<file path="config.mk">
export PLATFORM = sky130hd
export DESIGN_NAME = piece_writer
export DESIGN_NICKNAME = d
export VERILOG_FILES = /design/src/rtl/tetris_pkg.sv /design/src/rtl/tetromino_rom.sv /design/src/rtl/piece_writer.sv
export SDC_FILE = /design/constraint.sdc
export NUM_CORES = 1
export LEC_CHECK = 0
export CORE_MARGIN = 2
export CORE_UTILIZATION = 35
export DETAILED_ROUTE_END_ITERATION = 16
export GPL_TIMING_DRIVEN = 1
export HOLD_SLACK_MARGIN = 0.1
export PLACE_DENSITY_LB_ADDON = 0.12
export SYNTH_ARGS = -nofsm -noshare
export SYNTH_HDL_FRONTEND = slang
export SYNTH_SLANG_ARGS = --single-unit
</file>
<file path="constraint.sdc">
create_clock -name clk -period 8.95 [get_ports clk]
set_clock_uncertainty 0.1 [all_clocks]
set_input_delay 1.3425 -clock clk [delete_from_list [all_inputs] [get_ports clk]]
set_output_delay 1.3425 -clock clk [all_outputs]
set_load 0.05 [all_outputs]
</file>
<file path="src/rtl/tetris_pkg.sv">
// Shared playfield types, FSM state encoding and tetromino identifiers.
package tetris_pkg;

  localparam int unsigned DEFAULT_ROWS   = 20;
  localparam int unsigned DEFAULT_COLS   = 10;
  localparam int unsigned DEFAULT_CELL_W = 3;

  typedef logic [DEFAULT_CELL_W-1:0] cell_t;

  typedef enum logic [1:0] {
    IDLE  = 2'd0,
    CHECK = 2'd1,
    WRITE = 2'd2,
    DONE  = 2'd3
  } state_t;

  localparam cell_t PIECE_NONE = cell_t'(0);
  localparam cell_t PIECE_I    = cell_t'(1);
  localparam cell_t PIECE_J    = cell_t'(2);
  localparam cell_t PIECE_L    = cell_t'(3);
  localparam cell_t PIECE_O    = cell_t'(4);
  localparam cell_t PIECE_S    = cell_t'(5);
  localparam cell_t PIECE_T    = cell_t'(6);
  localparam cell_t PIECE_Z    = cell_t'(7);

endpackage

</file>
<file path="src/rtl/tetromino_rom.sv">
// Combinational block-offset table: (piece, rotation, block index) -> offset in the 4x4 box.
module tetromino_rom
  import tetris_pkg::*;
#(
  parameter int unsigned CELL_W = DEFAULT_CELL_W
) (
  input  logic [CELL_W-1:0] piece_type,
  input  logic [1:0]        rotation,
  input  logic [1:0]        index,
  output logic [1:0]        row_off,
  output logic [1:0]        col_off
);

  // Spawn-orientation shapes, four 2-bit coordinates packed with block 0 in the LSBs
  logic [7:0] shape_r;
  logic [7:0] shape_c;
  logic [1:0] span;
  logic       fixed;
  logic [1:0] r0;
  logic [1:0] c0;

  // Base shape lookup; span is the box edge used for clockwise rotation
  always_comb begin
    shape_r = 8'h00;
    shape_c = 8'h00;
    span    = 2'd2;
    fixed   = 1'b0;
    case (piece_type)
      CELL_W'(PIECE_I): begin
        shape_r = {2'd0, 2'd0, 2'd0, 2'd0};
        shape_c = {2'd3, 2'd2, 2'd1, 2'd0};
        span    = 2'd3;
      end
      CELL_W'(PIECE_J): begin
        shape_r = {2'd1, 2'd1, 2'd1, 2'd0};
        shape_c = {2'd2, 2'd1, 2'd0, 2'd0};
      end
      CELL_W'(PIECE_L): begin
        shape_r = {2'd1, 2'd1, 2'd1, 2'd0};
        shape_c = {2'd2, 2'd1, 2'd0, 2'd2};
      end
      CELL_W'(PIECE_O): begin
        shape_r = {2'd1, 2'd1, 2'd0, 2'd0};
        shape_c = {2'd2, 2'd1, 2'd2, 2'd1};
        fixed   = 1'b1;
      end
      CELL_W'(PIECE_S): begin
        shape_r = {2'd1, 2'd1, 2'd0, 2'd0};
        shape_c = {2'd1, 2'd0, 2'd2, 2'd1};
      end
      CELL_W'(PIECE_T): begin
        shape_r = {2'd1, 2'd1, 2'd1, 2'd0};
        shape_c = {2'd2, 2'd1, 2'd0, 2'd1};
      end
      CELL_W'(PIECE_Z): begin
        shape_r = {2'd1, 2'd1, 2'd0, 2'd0};
        shape_c = {2'd2, 2'd1, 2'd1, 2'd0};
      end
      default: begin
        shape_r = 8'h00;
        shape_c = 8'h00;
      end
    endcase
  end

  assign r0 = shape_r[{index, 1'b0} +: 2];
  assign c0 = shape_c[{index, 1'b0} +: 2];

  // Clockwise rotation inside the box: (r,c) -> (c, span-r); O is rotation invariant
  always_comb begin
    row_off = r0;
    col_off = c0;
    if (!fixed) begin
      case (rotation)
        2'd1: begin
          row_off = c0;
          col_off = 2'(span - r0);
        end
        2'd2: begin
          row_off = 2'(span - r0);
          col_off = 2'(span - c0);
        end
        2'd3: begin
          row_off = 2'(span - c0);
          col_off = r0;
        end
        default: begin
          row_off = r0;
          col_off = c0;
        end
      endcase
    end
  end

endmodule

</file>
<file path="src/rtl/piece_writer.sv">
// Locks a tetromino into the playfield: checks four cells for collision, then writes them.
module piece_writer
  import tetris_pkg::*;
#(
  parameter int unsigned ROWS   = DEFAULT_ROWS,
  parameter int unsigned COLS   = DEFAULT_COLS,
  parameter int unsigned CELL_W = DEFAULT_CELL_W
) (
  input  logic              clk,
  input  logic              reset,
  input  logic              lock_req,
  input  logic [CELL_W-1:0] piece_type,
  input  logic [1:0]        rotation,
  input  logic [4:0]        base_row,
  input  logic [3:0]        base_col,
  output logic [4:0]        rd_row,
  output logic [3:0]        rd_col,
  input  logic [CELL_W-1:0] rd_data,
  output logic              wr_en,
  output logic [4:0]        wr_row,
  output logic [3:0]        wr_col,
  output logic [CELL_W-1:0] wr_data,
  output logic              busy,
  output logic              lock_ack,
  output logic              collision
);

  state_t            state, state_nx;
  logic [1:0]        idx, idx_nx;
  logic [CELL_W-1:0] p_type;
  logic [1:0]        p_rot;
  logic [4:0]        p_row;
  logic [3:0]        p_col;
  logic              hit, hit_nx;
  logic              cell_oor, oor_nx;
  logic              latch;

  logic [4:0]        rd_row_nx;
  logic [3:0]        rd_col_nx;
  logic              wr_en_nx;
  logic [4:0]        wr_row_nx;
  logic [3:0]        wr_col_nx;
  logic [CELL_W-1:0] wr_data_nx;
  logic              lock_ack_nx;
  logic              collision_nx;

  // The block addressed in the next cycle: from the ports while idle, else from the latched piece
  logic [CELL_W-1:0] look_type;
  logic [1:0]        look_rot;
  logic [4:0]        look_row;
  logic [3:0]        look_col;
  logic [1:0]        look_idx;
  logic [1:0]        row_off;
  logic [1:0]        col_off;
  logic [5:0]        row_sum;
  logic [5:0]        col_sum;
  logic              cell_ok;
  logic              blk_hit;

  tetromino_rom #(
    .CELL_W (CELL_W)
  ) u_rom (
    .piece_type (look_type),
    .rotation   (look_rot),
    .index      (look_idx),
    .row_off    (row_off),
    .col_off    (col_off)
  );

  assign look_type = (state == IDLE) ? piece_type : p_type;
  assign look_rot  = (state == IDLE) ? rotation   : p_rot;
  assign look_row  = (state == IDLE) ? base_row   : p_row;
  assign look_col  = (state == IDLE) ? base_col   : p_col;
  assign look_idx  = (state == IDLE) ? 2'd0 : 2'(idx + 2'd1);

  // 6-bit sums so a box hanging off the bottom/right edge never wraps back in range
  assign row_sum = 6'(look_row) + 6'(row_off);
  assign col_sum = 6'(look_col) + 6'(col_off);
  assign cell_ok = (32'(row_sum) < ROWS) && (32'(col_sum) < COLS);

  assign blk_hit = cell_oor || (rd_data != '0);

  // Next-state and next-output logic
  always_comb begin
    state_nx     = state;
    idx_nx       = idx;
    hit_nx       = hit;
    oor_nx       = 1'b0;
    latch        = 1'b0;
    rd_row_nx    = '0;
    rd_col_nx    = '0;
    wr_en_nx     = 1'b0;
    wr_row_nx    = '0;
    wr_col_nx    = '0;
    wr_data_nx   = '0;
    lock_ack_nx  = 1'b0;
    collision_nx = 1'b0;
    case (state)
      IDLE: begin
        if (lock_req) begin
          latch  = 1'b1;
          hit_nx = 1'b0;
          idx_nx = 2'd0;
          if (piece_type == '0) begin
            state_nx     = DONE;
            lock_ack_nx  = 1'b1;
            collision_nx = 1'b1;
          end else begin
            state_nx  = CHECK;
            oor_nx    = !cell_ok;
            rd_row_nx = cell_ok ? 5'(row_sum) : 5'd0;
            rd_col_nx = cell_ok ? 4'(col_sum) : 4'd0;
          end
        end
      end
      CHECK: begin
        hit_nx = hit || blk_hit;
        idx_nx = look_idx;
        if (idx == 2'd3) begin
          if (hit || blk_hit) begin
            state_nx     = DONE;
            lock_ack_nx  = 1'b1;
            collision_nx = 1'b1;
          end else begin
            state_nx   = WRITE;
            wr_en_nx   = 1'b1;
            wr_row_nx  = 5'(row_sum);
            wr_col_nx  = 4'(col_sum);
            wr_data_nx = p_type;
          end
        end else begin
          oor_nx    = !cell_ok;
          rd_row_nx = cell_ok ? 5'(row_sum) : 5'd0;
          rd_col_nx = cell_ok ? 4'(col_sum) : 4'd0;
        end
      end
      WRITE: begin
        idx_nx = look_idx;
        if (idx == 2'd3) begin
          state_nx    = DONE;
          lock_ack_nx = 1'b1;
        end else begin
          wr_en_nx   = 1'b1;
          wr_row_nx  = 5'(row_sum);
          wr_col_nx  = 4'(col_sum);
          wr_data_nx = p_type;
        end
      end
      DONE: begin
        state_nx = IDLE;
      end
      default: begin
        state_nx = IDLE;
      end
    endcase
  end

  // State, latched piece and registered outputs
  always_ff @(posedge clk or posedge reset) begin
    if (reset) begin
      state     <= IDLE;
      idx       <= 2'd0;
      p_type    <= '0;
      p_rot     <= 2'd0;
      p_row     <= 5'd0;
      p_col     <= 4'd0;
      hit       <= 1'b0;
      cell_oor  <= 1'b0;
      rd_row    <= 5'd0;
      rd_col    <= 4'd0;
      wr_en     <= 1'b0;
      wr_row    <= 5'd0;
      wr_col    <= 4'd0;
      wr_data   <= '0;
      busy      <= 1'b0;
      lock_ack  <= 1'b0;
      collision <= 1'b0;
    end else begin
      state     <= state_nx;
      idx       <= idx_nx;
      hit       <= hit_nx;
      cell_oor  <= oor_nx;
      if (latch) begin
        p_type <= piece_type;
        p_rot  <= rotation;
        p_row  <= base_row;
        p_col  <= base_col;
      end
      rd_row    <= rd_row_nx;
      rd_col    <= rd_col_nx;
      wr_en     <= wr_en_nx;
      wr_row    <= wr_row_nx;
      wr_col    <= wr_col_nx;
      wr_data   <= wr_data_nx;
      busy      <= (state_nx != IDLE);
      lock_ack  <= lock_ack_nx;
      collision <= collision_nx;
    end
  end

endmodule

</file>
==> flow_summary.toml <==
[status]
status = "finished, final reports clean"

[power_and_ir_drop]
p_leak_nw = 1.42
powerDensity_nw_per_um2 = 409
power_mw = 1.31
ir_worst_vdd_mv = 0.150

[floorplanning]
dieHeight_um = 90.1
die_area_um2 = 8110
num_rows = 31
num_io_pins = 45
initial_utilization = 0.359
coreArea_um2 = 7210
die_w_um = 90.1

[routing]
via_count = 1951
drc = 0
drt-pass1-iter-count = 4
wire_per_inst_um = 13.9
drt_wl_total_um = 5450
via_per_inst = 4.96
drt-initial-drc-count = 52
antenna_left = 0

[layout]
insertedDiodeCount = 0
area_delta_synth_final_pct = 23.4
layout.cells.non_filler = 393
layout_commonest_cell = "dfrtp_1"
drive_gt1_frac = 0.136
n_fill_cell = 719
final_cell_mix = "dfrtp_1 (45), clkdlybuf4s50_1 (44), nor2_1 (30), mux2_2 (20), o21ai_0 (15)"
post-route-util = 0.443
finalNetCount = 327

[worst_setup_path]
path_max_fanout = 9
worstPathArrival_ns = 5.18
r2r_cells = 17
cp-end-kind = "flip-flop"
setup.worst_path.class = "primary input to flip-flop"
critPathRequiredTime_ns = 9.07
critPathLaunchType = "primary input"

[clock_network]
post_cts_resized = 0
path_clk_slew_ns = 0.09
tritoncts = "yes"
cts_sinks = 45
cts.path.max_buffers = 2
holdBufCountCts = 0
htreeDepth = 2
clk_latency_ns = 0.30
numCtsBuffers = 5
root_buffer = "clkbuf_8"
post_cts_buffers = 0

[timing]
setup_viol = 0
fmax_mhz = 198
hold_viol = 0
whs_ns = 0.408
worstMarginPinSlew_ns = 0.935
rsz0062_at_grt = "no"
period_share = 0.565
relSlewSlack = 0.376
fin_setup_tns_ns = 0
final_max_slew_viol_count = 0
period_needed_ns = 5.06

[logic_synthesis]
synth_cell_types = 52
syn-cell-area_um2 = 2590
yosysWarningCount = 0
ys.flop_type = "dfrtp_1"
syn_nets = 283
syn_inst = 249
syn_area_per_cell_um2 = 10.4
synth_edf_count = 0
async_flop_share = 1.00
ys_ff_latch = 45
ys_seq_area_frac = 0.434

[place]
dpl.cell_count = 385
globalplace.congestion = 0.898
io_buffers = 44
dp_hpwl_um = 4050

[global_routing]
antenna_found_initial = 0
grt_usage = 0.144
grt_first_pass_wirelength_um = 9490
gr-total-overflow = 0
grt_max_degree = 46
first_global_vias = 1996

[hold_path]
hold_depth = 1
hp-class = "flip-flop to flip-flop"

[flow_run]
cap_viol_max_count = 0
-- registers in the layout, summed over array words and instances, names as in the netlist, 2 cells and up --
| name | count |
|---|---|
| wr_row | 5 |
| p_rot | 2 |
| wr_col | 4 |
| wr_data | 3 |
| rd_col | 4 |
| rd_row | 5 |
| p_col | 4 |
| p_type | 3 |
| state | 2 |
| idx | 2 |
| p_row | 5 |
-- through the flow --
stage / cell area (um^2) / setup slack, ns
after floorplan: 2590 / 4.62
after global placement: 3100 / 3.56
after detailed placement: 3100 / 3.65
after CTS: 3200 / 3.94
after global routing: 3200 / 3.64
final: 3200 / 3.89
-- per-layer routing --
metal | wire [um] | vias to the layer above | GRT usage
li1 | - | 976 | -
met1 | 2600 | 918 | 0.191
met2 | 2550 | 46 | 0.229
met3 | 206 | 11 | 0.0369
met4 | 93 | 0 | 0.0526
met5 | 0 | - | 0
-- cell usage after synthesis, drive strengths merged, types with 3 or more instances --
library cell | number | area (um^2)
a21oi | 9 | 45.0
or3 | 4 | 25.0
ha | 12 | 150
nand3b | 3 | 22.5
mux2 | 22 | 255
o21ai | 17 | 92.6
mux2i | 10 | 113
and2 | 3 | 18.8
xnor2 | 4 | 35.0
dfrtp | 45 | 1130
nor3 | 5 | 25.0
buf | 7 | 57.6
inv | 13 | 48.8
nor2b | 5 | 31.3
nand2 | 13 | 48.8
o211ai | 3 | 27.5
nand3 | 8 | 40.0
nor2 | 30 | 113
-- power breakdown --
group / switching (mW) / leakage [nW] / internal (mW) / total [mW]
registers: 0.0413 / 0.583 / 0.271 / 0.312
logic: 0.507 / 0.783 / 0.355 / 0.861
clock network: 0.0709 / 0.0512 / 0.0627 / 0.134
-- path summary, 6_finish.rpt --
path                                     from         to  slack, ns
worst min-delay path                 p_row[4]   p_row[4]       0.41
max in group asynchronous               reset   p_col[1]       6.70
worst min register to register       p_row[4]   p_row[4]       0.41
worst max register to register       state[1]  rd_col[0]       4.37
worst max-delay path            piece_type[1]  rd_col[0]       3.89
min in group asynchronous               reset   cell_oor       1.47
-- logic make-up after synthesis --
kind of cell / share of synthesized area
AOI/OAI and AO/OA: 0.135
xor gates and xnor gates: 0.0203
adders and majority gates: 0.0734
buffers and inverters: 0.0425
DFF: 0.434
muxes: 0.142
and+or+nand+nor: 0.153
-- layout make-up --
| cell class | count | area (um^2) | area share |
|---|---|---|---|
| inverters | 13 | 48.8 | 0.0153 |
| flip-flops and latches | 45 | 1130 | 0.352 |
| repair buffers | 45 | 448 | 0.140 |
| clock buffers | 6 | 82.6 | 0.0258 |
| well taps | 99 | 124 | 0.0387 |
| multi-input cells | 183 | 1360 | 0.424 |
| clock inverters | 2 | 13.8 | 0.00430 |
-- critical path, cell delays in order --
cell	delay (ns)
clkdlybuf4s50_1	0.49
mux2i_4	0.27
xnor2_1	0.11
o31ai_1	0.28
a21o_1	0.19
ha_1	0.24
a221oi_1	0.27
o21ai_0	0.13
a2bb2oi_1	0.21
ha_1	0.19
inv_1	0.05
fa_1	0.43
xor2_1	0.19
o211ai_1	0.32
o211ai_2	0.29
nor2_1	0.17
Power figures use the tool's default switching activity.
